==> config.mk <==
export PLATFORM = sky130hd
export DESIGN_NAME = frame_generator
export DESIGN_NICKNAME = d
export VERILOG_FILES = /design/src/rtl/video_timing_pkg.sv /design/src/rtl/timing_axis_counter.sv /design/src/rtl/frame_generator.sv
export SDC_FILE = /design/constraint.sdc
export NUM_CORES = 1
export LEC_CHECK = 0
export CORE_MARGIN = 4
export CORE_UTILIZATION = 55
export DETAILED_ROUTE_END_ITERATION = 7
export GPL_TIMING_DRIVEN = 1
export MAX_ROUTING_LAYER = met4
export PLACE_DENSITY = 0.91
export SLEW_MARGIN = 25
export SYNTH_ARGS = -nofsm -noshare
export SYNTH_HDL_FRONTEND = slang
export SYNTH_HIERARCHICAL = 1
export SYNTH_SLANG_ARGS = --single-unit
==> constraint.sdc <==
create_clock -name clk40 -period 3.4 [get_ports clk40]
set_clock_uncertainty 0.1 [all_clocks]
set_input_delay 0.51 -clock clk40 [delete_from_list [all_inputs] [get_ports clk40]]
set_output_delay 0.51 -clock clk40 [all_outputs]
set_load 0.03 [all_outputs]
==> src/rtl/video_timing_pkg.sv <==
// Shared SVGA 800x600@60 timing constants, derived region boundaries and the
// registered output payload of the frame generator.
package video_timing_pkg;

    localparam int unsigned H_ACTIVE_DFLT = 800;
    localparam int unsigned H_FP_DFLT     = 40;
    localparam int unsigned H_SYNC_DFLT   = 128;
    localparam int unsigned H_BP_DFLT     = 88;
    localparam int unsigned V_ACTIVE_DFLT = 600;
    localparam int unsigned V_FP_DFLT     = 1;
    localparam int unsigned V_SYNC_DFLT   = 4;
    localparam int unsigned V_BP_DFLT     = 23;

    localparam logic HSYNC_POL_DFLT = 1'b1;
    localparam logic VSYNC_POL_DFLT = 1'b1;

    localparam int unsigned H_TOTAL = H_ACTIVE_DFLT + H_FP_DFLT + H_SYNC_DFLT + H_BP_DFLT;
    localparam int unsigned V_TOTAL = V_ACTIVE_DFLT + V_FP_DFLT + V_SYNC_DFLT + V_BP_DFLT;

    localparam int unsigned H_SYNC_START = H_ACTIVE_DFLT + H_FP_DFLT;
    localparam int unsigned H_SYNC_END   = H_SYNC_START + H_SYNC_DFLT - 1;
    localparam int unsigned V_SYNC_START = V_ACTIVE_DFLT + V_FP_DFLT;
    localparam int unsigned V_SYNC_END   = V_SYNC_START + V_SYNC_DFLT - 1;

    localparam int unsigned H_W   = 11;
    localparam int unsigned V_W   = 10;
    localparam int unsigned POS_W = 10;

    typedef struct packed {
        logic             hsync;
        logic             vsync;
        logic             active;
        logic [POS_W-1:0] hpos;
        logic [POS_W-1:0] vpos;
        logic             next_active;
        logic [POS_W-1:0] next_vpos;
    } timing_out_t;

endpackage

==> src/rtl/timing_axis_counter.sv <==
// One timing axis: wrapping position counter with active/sync region decode.
// Instantiated once for pixels in a line and once for lines in a frame.
module timing_axis_counter #(
    parameter int unsigned ACTIVE = 800,
    parameter int unsigned FP     = 40,
    parameter int unsigned SYNC   = 128,
    parameter int unsigned BP     = 88,
    parameter int unsigned W      = 11
) (
    input  logic         clk,
    input  logic         rst,
    input  logic         i_en,
    output logic [W-1:0] o_cnt,
    output logic         o_last_c,
    output logic         o_active_c,
    output logic         o_sync_c
);

    localparam int unsigned TOTAL      = ACTIVE + FP + SYNC + BP;
    localparam int unsigned SYNC_START = ACTIVE + FP;
    localparam int unsigned SYNC_END   = SYNC_START + SYNC - 1;

    logic [W-1:0] r_cnt;

    always_ff @(posedge clk or posedge rst) begin
        if (rst) begin
            r_cnt <= '0;
        end else if (i_en) begin
            r_cnt <= o_last_c ? '0 : r_cnt + W'(1);
        end
    end

    assign o_cnt      = r_cnt;
    assign o_last_c   = (r_cnt == W'(TOTAL - 1));
    assign o_active_c = (r_cnt < W'(ACTIVE));
    assign o_sync_c   = (r_cnt >= W'(SYNC_START)) && (r_cnt <= W'(SYNC_END));

endmodule

==> src/rtl/frame_generator.sv <==
// Free-running video timing generator: h/v axis counters, one-line look-ahead
// decode and a single aligned output register stage.
module frame_generator
    import video_timing_pkg::*;
#(
    parameter int unsigned H_ACTIVE  = H_ACTIVE_DFLT,
    parameter int unsigned H_FP      = H_FP_DFLT,
    parameter int unsigned H_SYNC    = H_SYNC_DFLT,
    parameter int unsigned H_BP      = H_BP_DFLT,
    parameter int unsigned V_ACTIVE  = V_ACTIVE_DFLT,
    parameter int unsigned V_FP      = V_FP_DFLT,
    parameter int unsigned V_SYNC    = V_SYNC_DFLT,
    parameter int unsigned V_BP      = V_BP_DFLT,
    parameter logic        HSYNC_POL = HSYNC_POL_DFLT,
    parameter logic        VSYNC_POL = VSYNC_POL_DFLT
) (
    input  logic             clk40,
    input  logic             rst,
    output logic             hsync,
    output logic             vsync,
    output logic             videoActive,
    output logic [POS_W-1:0] hPos,
    output logic [POS_W-1:0] vPos,
    output logic             nextFrameActive,
    output logic [POS_W-1:0] nextVPos
);

    logic [H_W-1:0] w_hcnt;
    logic [V_W-1:0] w_vcnt;
    logic           w_h_last;
    logic           w_h_active;
    logic           w_h_sync;
    logic           w_v_last;
    logic           w_v_active;
    logic           w_v_sync;
    logic [V_W-1:0] w_next_line;
    timing_out_t    w_nxt;
    timing_out_t    r_out;

    timing_axis_counter #(
        .ACTIVE (H_ACTIVE),
        .FP     (H_FP),
        .SYNC   (H_SYNC),
        .BP     (H_BP),
        .W      (H_W)
    ) u_hcnt (
        .clk        (clk40),
        .rst        (rst),
        .i_en       (1'b1),
        .o_cnt      (w_hcnt),
        .o_last_c   (w_h_last),
        .o_active_c (w_h_active),
        .o_sync_c   (w_h_sync)
    );

    // Line counter advances once per completed line.
    timing_axis_counter #(
        .ACTIVE (V_ACTIVE),
        .FP     (V_FP),
        .SYNC   (V_SYNC),
        .BP     (V_BP),
        .W      (V_W)
    ) u_vcnt (
        .clk        (clk40),
        .rst        (rst),
        .i_en       (w_h_last),
        .o_cnt      (w_vcnt),
        .o_last_c   (w_v_last),
        .o_active_c (w_v_active),
        .o_sync_c   (w_v_sync)
    );

    // Decode the current counter position into the next output word.
    always_comb begin
        w_nxt       = '0;
        w_next_line = w_v_last ? '0 : w_vcnt + V_W'(1);

        w_nxt.active      = w_h_active && w_v_active;
        w_nxt.hpos        = w_nxt.active ? POS_W'(w_hcnt) : '0;
        w_nxt.vpos        = w_v_active ? POS_W'(w_vcnt) : '0;
        w_nxt.hsync       = w_h_sync ? HSYNC_POL : ~HSYNC_POL;
        w_nxt.vsync       = w_v_sync ? VSYNC_POL : ~VSYNC_POL;
        w_nxt.next_active = (w_next_line < V_W'(V_ACTIVE));
        w_nxt.next_vpos   = w_nxt.next_active ? POS_W'(w_next_line) : '0;
    end

    always_ff @(posedge clk40 or posedge rst) begin
        if (rst) begin
            r_out       <= '0;
            r_out.hsync <= ~HSYNC_POL;
            r_out.vsync <= ~VSYNC_POL;
        end else begin
            r_out <= w_nxt;
        end
    end

    assign hsync           = r_out.hsync;
    assign vsync           = r_out.vsync;
    assign videoActive     = r_out.active;
    assign hPos            = r_out.hpos;
    assign vPos            = r_out.vpos;
    assign nextFrameActive = r_out.next_active;
    assign nextVPos        = r_out.next_vpos;

endmodule

Word level (Yosys, flattened, before mapping)
Cells that the tools add are included.
W data, S select, Z words.
{ "classes": {"n_lt_le_gt_ge": 7, "muxes": 7, "bitwise": 0, "mul": 0, "shift": 0, "reduce_logical": 3, "addsub": 2, "n_eq_ne": 2, "div_mod_pow": 0} }
{ "op_table": {"columns": ["cell", "n"], "rows": [
  ["$mux W10", 4],
  ["$lt A10 B10 Y1 const B", 2],
  ["$add A11 B1 Y11 const B", 1],
  ["$eq A11 B11 Y1 const B", 1],
  ["$ge A11 B10 Y1 const B", 1],
  ["$le A11 B10 Y1 const B", 1],
  ["$lt A11 B10 Y1 const B", 1],
  ["$mux W11", 1],
  ["$add A10 B1 Y10 const B", 1],
  ["$eq A10 B10 Y1 const B", 1],
  ["$ge A10 B10 Y1 const B", 1],
  ["$le A10 B10 Y1 const B", 1],
  ["$logic_and A1 B1 Y1", 3],
  ["$mux W1", 2]
]} }
{ "totals": {"out_inout_bits": 34, "mem_bits_rw": 0, "memories": 0, "wordCells": 30, "latch_bits": 0, "romBits": 0, "input_bits": 2, "reg_bits": 55} }

Longest topological paths before layout
{ "logic_depth": {"word_depth": 4, "ltp_mapped": 7, "depth_no_buf": 7} }

By module
The synthesis kept the hierarchy.
{ "modules_own_cells": {"columns": ["mod", "seq_area_each_um2", "n_inst", "area_per_inst_um2", "cells_per_inst"], "rows": [
  ["frame_generator", 850.8, 1, 1415.1, 116],
  ["timing_axis_counter (u_vcnt)", 250.2, 1, 636.9, 68],
  ["timing_axis_counter (u_hcnt)", 275.3, 1, 615.6, 62]
]} }

Least setup slack after synthesis
No wires, ideal clock.
{ "synth_timing": {"path_kind": "reg-to-reg", "startpoint": "register u_vcnt.r_cnt[4] (netlist: u_vcnt/o_cnt[4])", "endpoint": "register r_out, in the netlist nextVPos[0]", "path_stages_with_launch": 7, "n_path_buf": 0, "required_time_ns": 3.220, "arrival_time_ns": 2.098, "setup_slack_ns": 1.123, "setup_ns": 0.080, "cell_sequence": "dfrtp_1 -> or3b_1 -> nor3_2 -> and2b_1 -> mux2_4 -> nand2b_4 -> a21oi_1"} }
{ "synth_lines": {"columns": ["element", "line_no", "text"], "rows": [
  ["from (decl)", "timing_axis_counter.sv:23", "logic [W-1:0] r_cnt;"],
  ["from (signal assigned)", "timing_axis_counter.sv:29", "r_cnt <= o_last_c ? '0 : r_cnt + W'(1);"],
  ["to (signal assigned)", "frame_generator.sv:93", "r_out <= w_nxt;"],
  ["to (decl)", "frame_generator.sv:38", "timing_out_t r_out;"]
]} }

==> impl_metrics.tcl <==
set metrics [dict create \
    grt_pass1_vias 1966 \
    syn2layout_area_growth_pct 18.8 \
    synth_top_family_by_area "simple AND/OR/NAND/NOR gates" \
    synth_enable_flop_cells 0 \
    post_cts_buffers 0 \
    rsz0062_at_grt "false" \
    hold_violations 0 \
    cap_violations 0 \
    cts-root-buf "clkbuf_8" \
    post_cts_resized 0 \
    grt_overflow 0 \
    instances_no_fill 351 \
    hpwl_microns 3710 \
    reg2reg_to "nextVPos[4]" \
    ios 36 \
    syn_inst 246 \
    drt-pass1-iter-count 5 \
    setup_ws_ns 0.827 \
    period_needed_ns 2.57 \
    cts.sinks 55 \
    die_width_microns 77.6 \
    hold_end "hsync" \
    ys.flop_type "dfrtp_1" \
    synth-compound-area-share_pct 12.1 \
    powerDensity_nw_per_um2 436 \
    post-place-ws_ns 0.870 \
    synth.distinct_cells 57 \
    grt_pass1_wl_microns 9110 \
    reg2reg_depth 7 \
    die-area_sq_um 6030 \
    routed_wl_microns 5270 \
    synthArstFlopShare_pct 100 \
    crit_path_max_fanout 15 \
    worstHoldStart "u_hcnt/o_cnt[10]" \
    gp_congestion 0.863 \
    ys_seq_area_share_pct 51.6 \
    status "finished clean" \
    design.core.area_sq_um 4720 \
    yosysWarnings 6 \
    synth_fa_ha_area_share_pct 3.28 \
    seq_area_sq_um 1380 \
    num_rows 25 \
    synth_seq_cells 55 \
    fin_nets 292 \
    clock_path_buffers 2 \
    finalSetupViolations 0 \
    worst_setup_path_end_kind "register" \
    drc 0 \
    nFillCells 348 \
    final_common_cell "dfrtp_1" \
    fmax_mhz 389 \
    dp.cells 343 \
    cts_tree "yes" \
    drive_gt1_share_pct 9.86 \
    drtIter0Drc 164 \
    worstPathArrival_ns 2.70 \
    synthMuxAreaShare_pct 0.563 \
    tightest_slew_ns 0.667 \
    vias 2010 \
    synthSimpleGateAreaFrac_pct 23.5 \
    postLayoutCoreUtil_pct 67.1 \
    grt_start_max_net_pins 35 \
    p_leak_nw 1.38 \
    r2r_slack_ns 0.83 \
    hold-worst-slack_ns 0.435 \
    htree_levels 2 \
    cts.clk_slew.worst_paths_ns 0.10 \
    antenna_found_initial 0 \
    slew_violations 0 \
    cts_buffers 5 \
    start_util_pct 56.5 \
    hp-class "register to register" \
    ir_worst_vdd_mv 0.339 \
    synth_nets 255 \
    regToRegStartpoint "u_vcnt/o_cnt[0]" \
    whs_path_depth 1 \
    synth_xor_area_share_pct 5.25 \
    max_slew_margin_pct 55.3 \
    port_buffers 35 \
    syn_area_per_cell_sq_um 10.8 \
    antenna_cells 0 \
    cp-start-kind "register" \
    post-route-period-util_pct 75.7 \
    final_cell_mix "dfrtp_1, clkdlybuf4s50_1, nand2_1" \
    cp.required_ns 3.53 \
    tns_ns 0 \
    path_class "register to register" \
    ant_nets 0 \
    holdBufCountCts 0 \
    multiInputGateArea_sq_um 1200 \
    wl_per_cell_microns 15.0 \
    clkLatencyLatePin_ns 0.32 \
    gr-usage-all-layers_pct 19.4 \
    synth_area_sq_um 2670 \
    viasPerCell 5.73 \
    die_h_microns 77.6 \
]
cell type report:
type / instances / share of cell area (%)
inverter: 9 / 1.07
clock inverter: 3 / 0.908
clock buffer: 5 / 2.17
timing repair buffer: 39 / 12.0
multi-input combinational: 173 / 37.8
sequential: 55 / 43.4
tap: 67 / 2.65
critical path, cell delays in order (launching register included):
cell and delay, ns:
dfrtp_1 0.66, ha_1 0.30, nand2_1 0.13, nor3_2 0.42, and2b_1 0.23, mux2_4 0.27, nand2b_4 0.18, a21oi_1 0.18
synth_stat cells, drive strengths merged, types with 4 or more instances:
cell	number	area (sq um)
or3	4	26.3
nor3	7	40.0
dfrtp	55	1380
a21oi	14	73.8
inv	9	33.8
and3	11	70.1
nand2	22	82.6
xor2	10	87.6
buf	6	50.0
o21ai	11	55.1
nand4	11	98.8
xnor2	6	52.6
nand2b	6	45.0
nor2	6	22.5
ha	7	87.6
and2	12	76.3
nand3	6	35.0
sequential cells by signal (all words and copies together) (netlist names):
| signal | cells |
|---|---|
| hPos | 10 |
| videoActive | 1 |
| vPos | 10 |
| nextVPos | 10 |
| vsync | 1 |
| hsync | 1 |
| u_vcnt/o_cnt | 10 |
| nextFrameActive | 1 |
| u_hcnt/o_cnt | 11 |
per-stage QoR:
stage               total power [mW]  area, sq um
detailed placement              1.02         3070
CTS                             1.39         3170
global placement                1.00         3070
finish                          1.38         3170
global route                    1.45         3170
floorplan                      0.927         2670
routing by layer:
| metal | vias up | wire length [microns] | global-route usage (%) | share of wire (%) |
|---|---|---|---|---|
| met2 | 69 | 2710 | 31.2 | 51 |
| met3 | 4 | 260 | 3.71 | 4.9 |
| met4 | 0 | 44 | 7.47 | 0.83 |
| met5 | - | 0 | - | 0 |
| met1 | 987 | 2260 | 24.4 | 43 |
| li1 | 950 | - | - | - |
power breakdown:
part	leakage, nW	switching (mW)	internal (mW)	total (mW)
Combinational	0.597	0.133	0.0966	0.230
Clock	0.0502	0.226	0.153	0.379
Sequential	0.735	0.0638	0.708	0.772
Total	1.38	0.423	0.958	1.38
kinds of logic after synthesis:
family | Yosys count
flops | 55
simple gates | 100
buf+inv | 18
other cells | 1
fa+ha+maj | 7
mux | 1
compound gates | 48
xor+xnor | 16
worst max-delay path by stage:
stage               startpoint     endpoint  slack [ns]
2_1_floorplan  u_vcnt/o_cnt[4]  nextVPos[0]        1.12
3_3_place_gp   u_vcnt/o_cnt[0]  nextVPos[6]        0.94
3_5_place_dp   u_vcnt/o_cnt[0]  nextVPos[4]        0.87
4_1_cts        u_vcnt/o_cnt[0]  nextVPos[4]        0.85
5_1_grt        u_vcnt/o_cnt[0]  nextVPos[4]        0.63
6_report       u_vcnt/o_cnt[0]  nextVPos[4]        0.83
(Power assumes the default switching activity.)
